==> src/rtl/vga_timing_pkg.sv <==
// Shared 640x480@60 raster constants, coordinate type and sync bundle for the VGA timing path.
package vga_timing_pkg;

    typedef logic [11:0] coord_t;

    localparam int unsigned VGA_H_ACTIVE = 640;
    localparam int unsigned VGA_H_FP     = 16;
    localparam int unsigned VGA_H_SYNC   = 96;
    localparam int unsigned VGA_H_BP     = 48;
    localparam int unsigned VGA_V_ACTIVE = 480;
    localparam int unsigned VGA_V_FP     = 10;
    localparam int unsigned VGA_V_SYNC   = 2;
    localparam int unsigned VGA_V_BP     = 33;

    localparam int unsigned VGA_H_TOTAL  = VGA_H_ACTIVE + VGA_H_FP + VGA_H_SYNC + VGA_H_BP;
    localparam int unsigned VGA_V_TOTAL  = VGA_V_ACTIVE + VGA_V_FP + VGA_V_SYNC + VGA_V_BP;

    localparam int unsigned VGA_HS_START = VGA_H_ACTIVE + VGA_H_FP;
    localparam int unsigned VGA_HS_END   = VGA_HS_START + VGA_H_SYNC;
    localparam int unsigned VGA_VS_START = VGA_V_ACTIVE + VGA_V_FP;
    localparam int unsigned VGA_VS_END   = VGA_VS_START + VGA_V_SYNC;

    typedef struct packed {
        logic hsync;
        logic vsync;
        logic video_on;
    } sync_bus_t;

    // Sync levels that mean "nothing happening" for a given polarity.
    function automatic sync_bus_t idle_sync(input logic pol);
        sync_bus_t s;
        s.hsync    = ~pol;
        s.vsync    = ~pol;
        s.video_on = 1'b0;
        return s;
    endfunction

endpackage

==> src/rtl/sync_delay_line.sv <==
// Enabled shift register that re-times sync/video_on to match the display data pipeline.
module sync_delay_line #(
    parameter int unsigned           WIDTH   = 3,
    parameter int unsigned           DEPTH   = 2,
    parameter logic [WIDTH-1:0]      RST_VAL = '0
) (
    input  logic             clk,
    input  logic             rst_n,
    input  logic             en,
    input  logic [WIDTH-1:0] din,
    output logic [WIDTH-1:0] dout
);

    if (DEPTH == 0) begin : g_bypass
        assign dout = din;
    end else begin : g_pipe
        for (genvar i = 0; i < DEPTH; i++) begin : g_stage
            logic [WIDTH-1:0] d;
            logic [WIDTH-1:0] q;

            if (i == 0) begin : g_first
                assign d = din;
            end else begin : g_next
                assign d = g_stage[i-1].q;
            end

            always_ff @(posedge clk or negedge rst_n) begin
                if (!rst_n) begin
                    q <= RST_VAL;
                end else if (en) begin
                    q <= d;
                end
            end
        end
        assign dout = g_stage[DEPTH-1].q;
    end

endmodule

==> src/rtl/vga_timing_gen.sv <==
// Raster counters, line/frame strobes and sync/video_on decode, re-timed to the display pipeline.
module vga_timing_gen
    import vga_timing_pkg::*;
#(
    parameter int unsigned H_ACTIVE = VGA_H_ACTIVE,
    parameter int unsigned H_FP     = VGA_H_FP,
    parameter int unsigned H_SYNC   = VGA_H_SYNC,
    parameter int unsigned H_BP     = VGA_H_BP,
    parameter int unsigned V_ACTIVE = VGA_V_ACTIVE,
    parameter int unsigned V_FP     = VGA_V_FP,
    parameter int unsigned V_SYNC   = VGA_V_SYNC,
    parameter int unsigned V_BP     = VGA_V_BP,
    parameter logic        SYNC_POL = 1'b0,
    parameter int unsigned PIPE_DLY = 2
) (
    input  logic        clk,
    input  logic        rst_n,
    input  logic        en,
    output logic [11:0] xpos,
    output logic [11:0] ypos,
    output logic        line_start,
    output logic        frame_start,
    output logic        hsync,
    output logic        vsync,
    output logic        video_on
);

    localparam int unsigned H_TOTAL = H_ACTIVE + H_FP + H_SYNC + H_BP;
    localparam int unsigned V_TOTAL = V_ACTIVE + V_FP + V_SYNC + V_BP;

    localparam coord_t H_LAST     = coord_t'(H_TOTAL - 1);
    localparam coord_t V_LAST     = coord_t'(V_TOTAL - 1);
    localparam coord_t H_VIS_END  = coord_t'(H_ACTIVE);
    localparam coord_t V_VIS_END  = coord_t'(V_ACTIVE);
    localparam coord_t HS_START   = coord_t'(H_ACTIVE + H_FP);
    localparam coord_t HS_END     = coord_t'(H_ACTIVE + H_FP + H_SYNC);
    localparam coord_t VS_START   = coord_t'(V_ACTIVE + V_FP);
    localparam coord_t VS_END     = coord_t'(V_ACTIVE + V_FP + V_SYNC);

    localparam sync_bus_t SYNC_IDLE = idle_sync(SYNC_POL);

    coord_t    x_next;
    coord_t    y_next;
    logic      x_wrap;
    logic      y_wrap;
    sync_bus_t raw_next;
    sync_bus_t raw_q;
    sync_bus_t sync_out;

    always_comb begin
        x_wrap = (xpos == H_LAST);
        y_wrap = (ypos == V_LAST);
        x_next = x_wrap ? '0 : xpos + coord_t'(1);
        y_next = ypos;
        if (x_wrap) begin
            y_next = y_wrap ? '0 : ypos + coord_t'(1);
        end
    end

    // Decode from the coordinates being written, so raw_q lines up with xpos/ypos.
    always_comb begin
        raw_next.hsync    = (x_next >= HS_START && x_next < HS_END) ? SYNC_POL : ~SYNC_POL;
        raw_next.vsync    = (y_next >= VS_START && y_next < VS_END) ? SYNC_POL : ~SYNC_POL;
        raw_next.video_on = (x_next < H_VIS_END) && (y_next < V_VIS_END);
    end

    always_ff @(posedge clk or negedge rst_n) begin
        if (!rst_n) begin
            xpos        <= '0;
            ypos        <= '0;
            line_start  <= 1'b0;
            frame_start <= 1'b0;
            raw_q       <= SYNC_IDLE;
        end else begin
            line_start  <= 1'b0;
            frame_start <= 1'b0;
            if (en) begin
                xpos        <= x_next;
                ypos        <= y_next;
                raw_q       <= raw_next;
                line_start  <= x_wrap;
                frame_start <= x_wrap && y_wrap;
            end
        end
    end

    sync_delay_line #(
        .WIDTH   (3),
        .DEPTH   (PIPE_DLY),
        .RST_VAL (SYNC_IDLE)
    ) u_sync_delay (
        .clk   (clk),
        .rst_n (rst_n),
        .en    (en),
        .din   (raw_q),
        .dout  (sync_out)
    );

    assign hsync    = sync_out.hsync;
    assign vsync    = sync_out.vsync;
    assign video_on = sync_out.video_on;

endmodule

==> config.mk <==
export PLATFORM = sky130hd
export DESIGN_NAME = vga_timing_gen
export DESIGN_NICKNAME = d
export VERILOG_FILES = /design/src/rtl/vga_timing_pkg.sv /design/src/rtl/sync_delay_line.sv /design/src/rtl/vga_timing_gen.sv
export SDC_FILE = /design/constraint.sdc
export NUM_CORES = 1
export LEC_CHECK = 0
export CAP_MARGIN = 15
export CORE_MARGIN = 5
export CORE_UTILIZATION = 50
export CTS_CLUSTER_SIZE = 30
export DETAILED_ROUTE_END_ITERATION = 16
export MAX_ROUTING_LAYER = met4
export PLACE_DENSITY_LB_ADDON = 0.3
export SLEW_MARGIN = 0
export SYNTH_ARGS = -nofsm -noshare
export SYNTH_HDL_FRONTEND = slang
export SYNTH_HIERARCHICAL = 1
export SYNTH_SLANG_ARGS = --single-unit
==> constraint.sdc <==
create_clock -name clk -period 5.25 [get_ports clk]
set_input_delay 0.7875 -clock clk [delete_from_list [all_inputs] [get_ports clk]]
set_output_delay 0.7875 -clock clk [all_outputs]
set_load 0.05 [all_outputs]
==> flow_summary.json <==
{
  "ys_seq_area_share_pct": 41.9,
  "yosysMostFrequentCell": "dfrtp_1",
  "rsz0062_at_grt": "no",
  "reg2reg_to": "raw_q[0]$_DFFE_PN0P_",
  "insertion_delay_ps": 280,
  "arrival_ps": 2930,
  "cts_buffer_depth": 2,
  "clock_tree.root_cell": "clkbuf_8",
  "worstReg2RegStart": "xpos[0]$_DFFE_PN0P_",
  "synth.area.top_cells": "dfrtp_1 34%, dfstp_2 7.5%, xnor2_1 5.4%",
  "final_max_slew_viol_count": 0,
  "rr_worst_depth": 7,
  "worstHoldPathCells": 2,
  "drive_gt1_share_pct": 14.9,
  "die_w_um": 75.0,
  "cp-end-kind": "flop",
  "cts_tree": "yes",
  "antennaDiodeCount": 0,
  "syn_inst": 215,
  "clk_pin_slew_ps": 70,
  "path_class": "reg2reg",
  "dp_hpwl_mm": 3.11,
  "cp-startpoint": "xpos[0]$_DFFE_PN0P_",
  "final.setup.tns_ps": 0,
  "r2r_slack_ps": 2500,
  "use_met1_pct": 26.6,
  "syn_to_final_growth_pct": 18.9,
  "yosys_register_bits": 35,
  "max_freq_mhz": 364,
  "die-area_mm2": 0.00562,
  "cts-buffers-inserted": 5,
  "fin_crit_sh_pct": 52.4,
  "finalClockSkew_ps": 4.62,
  "finalCriticalPeriod_ps": 2750,
  "synth_top_area_cell": "dfrtp_1",
  "groute.usage.overall_pct": 18.1,
  "synth_edf_count": 0,
  "synth_fp_nets": 221,
  "power_uw": 709,
  "syn_area_mm2": 0.00211,
  "cts_sinks": 35,
  "peakVddDrop_v": 0.000146,
  "drt_iter0_markers": 96,
  "worstHoldPathType": "reg2reg",
  "dr.pass1.iters": 4,
  "wl_mm": 4.39,
  "die_h_um": 75.0,
  "port_buffers": 31,
  "remaining_drc_errors": 0,
  "p_leak_uw": 0.000988,
  "ys_types": 59,
  "globalplace.congestion": 0.917,
  "use_met3_pct": 3.60,
  "whs_endpoint": "raw_q[2]$_DFFE_PN1P_",
  "ctsHoldBuffers": 0,
  "status": "finished clean",
  "powerDensity_mw_per_mm2": 283,
  "synth_commonest_cells": "29 x dfrtp_1, 22 x nand2_1, 13 x nand3_1, 13 x xnor2_1, 12 x nor2_1",
  "cp-start-kind": "flop",
  "ys_warn_count": 6,
  "ioPinCount": 32,
  "cts_resized": 0,
  "async_flop_share_pct": 100,
  "ant_nets": 0,
  "cp_max_fo": 14,
  "top_usage_layer": "met1",
  "grt_overflow": 0,
  "wl_per_cell_um": 15.0,
  "ys.flop_type": "dfrtp_1",
  "nets": 247,
  "final-setup-viol-count": 0,
  "hold_start": "raw_q[2]$_DFFE_PN1P_",
  "hold_ws_ps": 493,
  "grt_start_max_net_pins": 36,
  "synth_top_area_share_pct": 34.4,
  "cap_violations": 0,
  "start_util_pct": 52.0,
  "maxSlewHeadroom_pct": 49.4,
  "core_area_mm2": 0.00406,
  "htreeDepth": 2,
  "hold_viol": 0,
  "crit_required_ps": 5430,
  "num_vias": 1650,
  "grt_pass1_vias": 1550,
  "use_met2_pct": 25.3,
  "grt_antenna_before_repair": 0,
  "worstMarginPinSlew_ps": 754,
  "rows": 23,
  "avgSynthCellArea_um2": 9.81,
  "grt_pass1_wl_mm": 7.59,
  "post_cts_buffers": 0,
  "via_per_inst": 5.65
}
## critical path: stages (launching register included)
cell and delay [ps]:
dfrtp_1 450, ha_1 290, nand4_4 190, nor4_4 720, o2111ai_1 200, and3_1 210
or2_2 280, o41ai_2 290
## cell usage in the layout (no fill, tap or decap), types with 3 or more instances in the layout
cell type        synthesis  layout
nand2_1                 22      22
xnor2_1                 13      13
or3_1                    3       3
o21ai_0                  9       9
xor2_1                   6       6
nor2_1                  12      12
inv_1                    5       5
mux2_4                   6       6
nor3_1                  10      10
dfstp_2                  6       6
and3_1                   5       5
mux2_2                   3       3
a31oi_1                  4       4
o31ai_1                  3       3
ha_1                     3       3
nand4_1                  7       7
dfrtp_1                 29      29
clkdlybuf4s50_1          0      31
nand3_1                 13      13
clkbuf_8                 0       6
## cells by family (layout without fill, tap and decap cells)
family	Yosys count	in the layout	synth area share (%)
fa+ha+maj	3	3	1.78
flops	35	35	41.9
mux	10	10	6.35
simple gates	92	92	24.4
buf+inv	20	47	4.92
compound gates	36	36	12.8
xor+xnor	19	19	7.89
## per-stage QoR
step,cells,area [µm²],util (%),worst slack (ps)
finish,292,2510,61.8,2500
global route,292,2510,61.8,2260
CTS,292,2510,61.8,2470
detailed placement,284,2420,59.5,2530
global placement,284,2420,59.5,2660
floorplan,215,2110,-,2570
## layout make-up
| type | instances | area [µm²] |
|---|---|---|
| flip-flops and latches | 35 | 883 |
| clock buffers | 7 | 86.3 |
| fillers | 351 | 1550 |
| multi-input cells | 160 | 1120 |
| well taps | 50 | 62.6 |
| inverters | 6 | 22.5 |
| clock inverters | 1 | 5.00 |
| repair buffers | 33 | 325 |
## how the worst max path moves through the flow
stage                                 to  slack, ps  cells after the start
finish              raw_q[0]$_DFFE_PN0P_       2500                      7
global route        raw_q[0]$_DFFE_PN0P_       2260                      7
CTS                 raw_q[0]$_DFFE_PN0P_       2470                      7
detailed placement  raw_q[0]$_DFFE_PN0P_       2530                      7
global placement    raw_q[0]$_DFFE_PN0P_       2660                      6
floorplan           raw_q[0]$_DFFE_PN0P_       2570                      8
## registers in the layout, indices dropped and copies added, names as in the netlist
register                       cells
u_sync_delay/dout                  3
frame_start                        1
raw_q                              3
xpos                              12
ypos                              12
line_start                         1
u_sync_delay/g_pipe.g_stage.q      3
## power breakdown
group	switching [µW]	internal (µW)	total, µW
clock	94.1	106	200
sequential	40.9	289	330
combinational	110	68.7	179
total	245	464	709
## per-layer routing
layer  wire (µm)  part of all wire [%]
met1        2200                    50
met4          40                  0.91
met2        1980                    45
met3         173                   3.9
met5           0                     0
(Power assumes the default switching activity.)
